<file path="src/rtl/vend_core_param.sv">
// vend_core_param: vending-machine transaction core on the 1 Hz enable clock.
// Accumulates coin credit, latches a product selection, and pulses a one-hot
// vend output. The remainder after a vend is either kept as credit or offered
// as change.
// Optional feature macro: VEND_CHANGE_EN. When it is defined, cancel is
// honoured and a nonzero remainder is paid out through change/change_valid.
// When it is not defined, cancel is ignored and change/change_valid stay 0.
module vend_core_param #(
    parameter int                   W           = 8,
    parameter int                   N_COINS     = 3,
    parameter logic [N_COINS*W-1:0] COIN_VALUES = {8'd25, 8'd10, 8'd5},
    parameter int                   N_ITEMS     = 4,
    parameter logic [N_ITEMS*W-1:0] PRICES      = {8'd30, 8'd25, 8'd20, 8'd15},
    parameter int                   MAX_CREDIT  = 35
) (
    input  logic               clk_1Hz,
    input  logic               clr,
    input  logic [N_COINS-1:0] coin,
    input  logic [N_ITEMS-1:0] sel,
    input  logic               cancel,
    input  logic               change_ack,
    output logic [W-1:0]       credit,
    output logic [W-1:0]       price,
    output logic [N_ITEMS-1:0] vend,
    output logic [N_ITEMS-1:0] led,
    output logic               coin_reject,
    output logic [W-1:0]       change,
    output logic               change_valid
);

    localparam int         SEL_W = (N_ITEMS > 1) ? $clog2(N_ITEMS) : 1;
    localparam logic [W:0] MAX_C = (W+1)'(MAX_CREDIT);

`ifdef VEND_CHANGE_EN
    localparam bit CHANGE_EN = 1'b1;
`else
    localparam bit CHANGE_EN = 1'b0;
`endif

    typedef enum logic [1:0] {IDLE, ACCUM, VEND, CHANGE} state_t;

    state_t             state_reg, state_next;
    logic [W-1:0]       credit_reg, credit_next;
    logic [SEL_W-1:0]   sel_idx_reg, sel_idx_next;
    logic               sel_valid_reg, sel_valid_next;
    logic [N_ITEMS-1:0] vend_reg, vend_next;
    logic [N_ITEMS-1:0] led_reg, led_next;
    logic               coin_reject_reg, coin_reject_next;
    logic [W-1:0]       change_reg, change_next;
    logic               change_valid_reg, change_valid_next;

    // Unpacked lookup tables for coin values and item prices.
    logic [W-1:0] coin_tab  [N_COINS];
    logic [W-1:0] price_tab [N_ITEMS];

    generate
        for (genvar gi = 0; gi < N_COINS; gi++) begin : g_coin_tab
            assign coin_tab[gi] = COIN_VALUES[gi*W +: W];
        end
        for (genvar gi = 0; gi < N_ITEMS; gi++) begin : g_price_tab
            assign price_tab[gi] = PRICES[gi*W +: W];
        end
    endgenerate

    logic             coin_hit;
    logic [W-1:0]     coin_val;
    logic             sel_hit;
    logic [SEL_W-1:0] sel_new_idx;
    logic [W:0]       coin_sum;
    logic             coin_fits;
    logic [W-1:0]     price_cur;
    logic             affordable;
    logic             cancel_act;
    logic [N_ITEMS-1:0] vend_onehot;

    // Priority-pick the lowest-index coin; higher simultaneous coins are dropped.
    always_comb begin
        coin_hit = 1'b0;
        coin_val = '0;
        for (int i = N_COINS - 1; i >= 0; i--) begin
            if (coin[i]) begin
                coin_hit = 1'b1;
                coin_val = coin_tab[i];
            end
        end
    end

    // Priority-pick the lowest-index selection bit.
    always_comb begin
        sel_hit     = 1'b0;
        sel_new_idx = '0;
        for (int i = N_ITEMS - 1; i >= 0; i--) begin
            if (sel[i]) begin
                sel_hit     = 1'b1;
                sel_new_idx = SEL_W'(i);
            end
        end
    end

    // One-hot form of the latched selection, used for vend and led.
    always_comb begin
        vend_onehot = '0;
        for (int i = 0; i < N_ITEMS; i++) begin
            vend_onehot[i] = (sel_idx_reg == SEL_W'(i));
        end
    end

    // One extra bit on the sum so the ceiling test cannot wrap.
    assign coin_sum   = {1'b0, credit_reg} + {1'b0, coin_val};
    assign coin_fits  = (coin_sum <= MAX_C);
    assign price_cur  = sel_valid_reg ? price_tab[sel_idx_reg] : '0;
    assign affordable = sel_valid_reg && (credit_reg >= price_cur);
    assign cancel_act = CHANGE_EN && cancel;

    // Next-state and registered-output logic for the transaction FSM.
    always_comb begin
        state_next        = state_reg;
        credit_next       = credit_reg;
        sel_idx_next      = sel_idx_reg;
        sel_valid_next    = sel_valid_reg;
        vend_next         = '0;
        led_next          = led_reg;
        coin_reject_next  = 1'b0;
        change_next       = change_reg;
        change_valid_next = change_valid_reg;

        // Selection is only captured while the machine is taking input.
        if ((state_reg == IDLE || state_reg == ACCUM) && sel_hit) begin
            sel_idx_next   = sel_new_idx;
            sel_valid_next = 1'b1;
        end

        case (state_reg)
            IDLE: begin
                if (coin_hit) begin
                    if (coin_fits) begin
                        credit_next = coin_sum[W-1:0];
                        led_next    = '0;
                        state_next  = ACCUM;
                    end else begin
                        coin_reject_next = 1'b1;
                    end
                end
            end
            ACCUM: begin
                if (cancel_act) begin
                    change_next       = credit_reg;
                    change_valid_next = 1'b1;
                    credit_next       = '0;
                    sel_valid_next    = 1'b0;
                    state_next        = CHANGE;
                end else if (affordable) begin
                    // Vend uses the selection held before this edge.
                    credit_next      = credit_reg - price_cur;
                    vend_next        = vend_onehot;
                    led_next         = vend_onehot;
                    coin_reject_next = coin_hit;
                    state_next       = VEND;
                end else if (coin_hit) begin
                    if (coin_fits) begin
                        credit_next = coin_sum[W-1:0];
                        led_next    = '0;
                    end else begin
                        coin_reject_next = 1'b1;
                    end
                end
            end
            VEND: begin
                // Single dispense cycle; a coin arriving now cannot be credited.
                sel_valid_next   = 1'b0;
                coin_reject_next = coin_hit;
                if (credit_reg == '0) begin
                    state_next = IDLE;
                end else if (CHANGE_EN) begin
                    change_next       = credit_reg;
                    change_valid_next = 1'b1;
                    credit_next       = '0;
                    state_next        = CHANGE;
                end else begin
                    state_next = ACCUM;
                end
            end
            CHANGE: begin
                coin_reject_next = coin_hit;
                if (change_ack) begin
                    change_next       = '0;
                    change_valid_next = 1'b0;
                    state_next        = IDLE;
                end
            end
            default: state_next = IDLE;
        endcase
    end

    // State and output registers; clr aborts any transaction at once.
    always_ff @(posedge clk_1Hz or posedge clr) begin
        if (clr) begin
            state_reg        <= IDLE;
            credit_reg       <= '0;
            sel_idx_reg      <= '0;
            sel_valid_reg    <= 1'b0;
            vend_reg         <= '0;
            led_reg          <= '0;
            coin_reject_reg  <= 1'b0;
            change_reg       <= '0;
            change_valid_reg <= 1'b0;
        end else begin
            state_reg        <= state_next;
            credit_reg       <= credit_next;
            sel_idx_reg      <= sel_idx_next;
            sel_valid_reg    <= sel_valid_next;
            vend_reg         <= vend_next;
            led_reg          <= led_next;
            coin_reject_reg  <= coin_reject_next;
            change_reg       <= change_next;
            change_valid_reg <= change_valid_next;
        end
    end

    assign credit      = credit_reg;
    assign price       = price_cur;
    assign vend        = vend_reg;
    assign led         = led_reg;
    assign coin_reject = coin_reject_reg;

`ifdef VEND_CHANGE_EN
    assign change       = change_reg;
    assign change_valid = change_valid_reg;
`else
    assign change       = '0;
    assign change_valid = 1'b0;
`endif

endmodule

</file>
<file path="config.mk">
export PLATFORM = sky130hd
export DESIGN_NAME = vend_core_param
export DESIGN_NICKNAME = d
export VERILOG_FILES = /design/src/rtl/vend_core_param.sv
export SDC_FILE = /design/constraint.sdc
export NUM_CORES = 1
export LEC_CHECK = 0
export CAP_MARGIN = 15
export CORE_ASPECT_RATIO = 1.2
export CORE_MARGIN = 1.5
export CORE_UTILIZATION = 25
export CTS_BUF_LIST = sky130_fd_sc_hd__clkbuf_8
export DETAILED_ROUTE_END_ITERATION = 16
export GPL_ROUTABILITY_DRIVEN = 0
export PLACE_DENSITY = 0.43
export SYNTH_ARGS = -nofsm -noshare
export SYNTH_HDL_FRONTEND = slang
export SYNTH_SLANG_ARGS = --single-unit
</file>
<file path="constraint.sdc">
create_clock -name clk_1Hz -period 7.63 [get_ports clk_1Hz]
set_input_delay 1.1445 -clock clk_1Hz [delete_from_list [all_inputs] [get_ports clk_1Hz]]
set_output_delay 1.1445 -clock clk_1Hz [all_outputs]
set_load 0.01 [all_outputs]
</file>
==> impl_metrics.json <==
{
  "clock_tree.root_cell": "clkbuf_8",
  "cp_common_cell": "nand2b_1",
  "drt-total-wl_um": 4070,
  "p_sw_uw": 426,
  "combPwrFrac_pct": 64.5,
  "cp.required_ns": 7.77,
  "dp.cells": 313,
  "nets": 259,
  "antenna_found_initial": 0,
  "drtPass1Iterations": 4,
  "clock_latency_ns": 0.27,
  "ant_nets": 0,
  "grt_pass1_wl_um": 6340,
  "core_um2": 6850,
  "start_util_pct": 26.0,
  "syn_inst": 203,
  "drc": 0,
  "powerDensity_nw_per_um2": 443,
  "cp_cell_sequence": "clkdlybuf4s50_1 -> nand2b_1 -> nand2b_1 -> ha_1 -> inv_1 -> fa_1 -> nor2b_1 -> o211ai_1 -> a21oi_1 -> xor2_1 -> or4b_1 -> a21oi_4 -> o221ai_1",
  "cp-start-kind": "input port",
  "critical_path.top_delay_family": "simple AND/OR/NAND/NOR gates",
  "seq_area_frac_synth_pct": 30.8,
  "timing.final.max_slew_violations": 0,
  "postCtsSetupRepairBufs": 0,
  "period_share_pct": 54.8,
  "worst-path-buf-inv": 2,
  "postSynthAreaPerCell_um2": 8.80,
  "dieArea_um2": 7660,
  "leakage_nw": 0.977,
  "via_per_inst": 4.50,
  "max_freq_mhz": 239,
  "syn_area_um2": 1790,
  "power.total_uw": 965,
  "slowest_stage": "or4b_1",
  "synth_edf_count": 0,
  "rows": 33,
  "area_growth_pct": 21.9,
  "cts_tree": "yes",
  "final_hold_viol_count": 0,
  "crit_fanout": 8,
  "numCtsBuffers": 3,
  "grt_max_degree": 23,
  "first_global_vias": 1271,
  "yosys_warnings": 0,
  "register_area_um2": 551,
  "irDropWorstVdd_mv": 0.141,
  "wire_per_inst_um": 12.8,
  "finalSetupViolCount": 0,
  "htree_levels": 1,
  "status": "complete, no violations",
  "drive_gt1_share_pct": 4.35,
  "globalRoute.totalOverflow": 0,
  "largest_reg_flops": 8,
  "die_w_um": 80.1,
  "cp-end-kind": "flop",
  "relSlewSlack_pct": 42.3,
  "pwr-share-seq_pct": 23.9,
  "final_cell_area_um2": 2180,
  "vias": 1425,
  "post_cts_resized": 0,
  "yosysUniqueCellTypes": 49,
  "stdcell_count": 317,
  "placed_area_um2": 2100,
  "finalSetupTns_ns": 0,
  "synth_seq_cells": 22,
  "path_class": "input port to flop",
  "tightestPinTransition_ns": 0.865,
  "intPower_uw": 538,
  "rsz0062_at_grt": "false",
  "clkSlewWorstSetupHoldPaths_ns": 0.09,
  "numClockSinks": 22,
  "switching_share_pct": 44.2,
  "hpwl_um": 3240,
  "crit_arrival_ns": 4.32,
  "multi_input_area_um2": 1050,
  "hold_buffers": 0,
  "max-cap-violations": 0,
  "grt_util_all_layers_pct": 10.9,
  "cp_slowest_stage_delay_ns": 0.67,
  "nFillCells": 756,
  "synthArstFlopShare_pct": 100,
  "portBuffers": 31,
  "finalCriticalPeriod_ns": 4.18,
  "fp.dieH_um": 95.6,
  "ios": 45,
  "hp-class": "flop to flop",
  "first_iter_violations": 43,
  "diodes": 0,
  "cts.path.max_buffers": 2,
  "final.setup_skew_ns": 0.00782,
  "ys.flop_type": "dfrtp_1",
  "power_frac_clock_pct": 11.6
}
worst paths after layout:
kind	startpoint	end	slack, ns	cells after the start
max	coin[1]	credit[0]$_DFFE_PP0P_	3.45	13
min	led[2]$_DFFE_PP0P_	led[2]$_DFFE_PP0P_	0.54	2
max reg2reg	sel_idx_reg[0]$_DFFE_PP0P_	credit[5]$_DFFE_PP0P_	4.56	11
min reg2reg	led[2]$_DFFE_PP0P_	led[2]$_DFFE_PP0P_	0.54	2
max in group asynchronous	clr	credit[2]$_DFFE_PP0P_	5.74	2
min in group asynchronous	clr	led[3]$_DFFE_PP0P_	1.35	2
worst register-to-register path: cells and delay by family (launching register included):
family,cells,cell delay (ns)
AOI/OAI and AO/OA,2,0.44
adders and majority gates,2,0.58
buffers and inverters,1,0.10
DFF,1,0.41
and+or+nand+nor,6,1.48
synth_stat cells, drive strengths merged (3+ instances only):
cell type	n	share of area, %
and2	4	1.4
buf	17	7.5
a21oi	10	3.6
nand3	7	2.0
inv	22	4.6
ha	15	11
nand2b	11	3.9
nor4	4	1.4
dfrtp	22	31
xor2	3	1.5
nand2	6	1.3
nor2	18	3.8
o221ai	4	2.0
o21ai	8	2.2
o21bai	6	2.5
xnor2	4	2.0
or3	3	1.1
nor2b	6	2.5
power groups by stage:
stage          sequential, mW  combinational (mW)  clock (mW)
6_report                0.231               0.622       0.112
5_1_grt                 0.238               0.696       0.119
4_1_cts                 0.232               0.630       0.118
3_5_place_dp            0.234               0.627           0
3_3_place_gp            0.234               0.635           0
2_1_floorplan           0.221               0.443           0
cell usage in the layout (no fill, tap or decap), drive strengths merged, types with 6 or more instances in the layout:
cell,synthesis,routed
clkdlybuf4s50,0,31
inv,22,22
dfrtp,22,22
nor2,18,18
ha,15,15
conb,1,12
nand2b,11,11
a21oi,10,10
o21ai,8,8
nand3,7,7
o21bai,6,6
nand2,6,6
nor2b,6,6
through the flow:
stage	setup slack (ns)	util, %	hold slack, ns
floorplan	4.08	-	0.499
global placement	3.14	30.7	0.527
detailed placement	3.14	30.7	0.530
CTS	3.43	31.7	0.544
global route	3.17	31.7	0.560
finish	3.45	31.7	0.540
cell families (layout without fill, tap and decap cells):
kind of cell    Yosys count  after routing  synth area share, %
xor+xnor                  7              7                 3.43
fa+ha+maj                17             17                 12.8
mux                       1              1                0.561
compound gates           42             42                 17.1
other cells               1             12                0.210
flops                    22             22                 30.8
simple gates             72             72                 22.6
buf+inv                  41             57                 12.5
per-layer routing:
metal	wire, um	track usage, %
met3	116	1.15
met2	1980	17.9
met1	1930	14.8
met4	52	3.88
met5	0	0
cell type report:
class / instances / share of cell area (%)
clock buffers: 3 / 1.90
multi-input cells: 151 / 48.4
well taps: 87 / 5.00
inverters: 22 / 3.80
clock inverters: 1 / 1.38
flip-flops and latches: 22 / 25.3
repair buffers: 31 / 14.3
(Power assumes the default switching activity.)
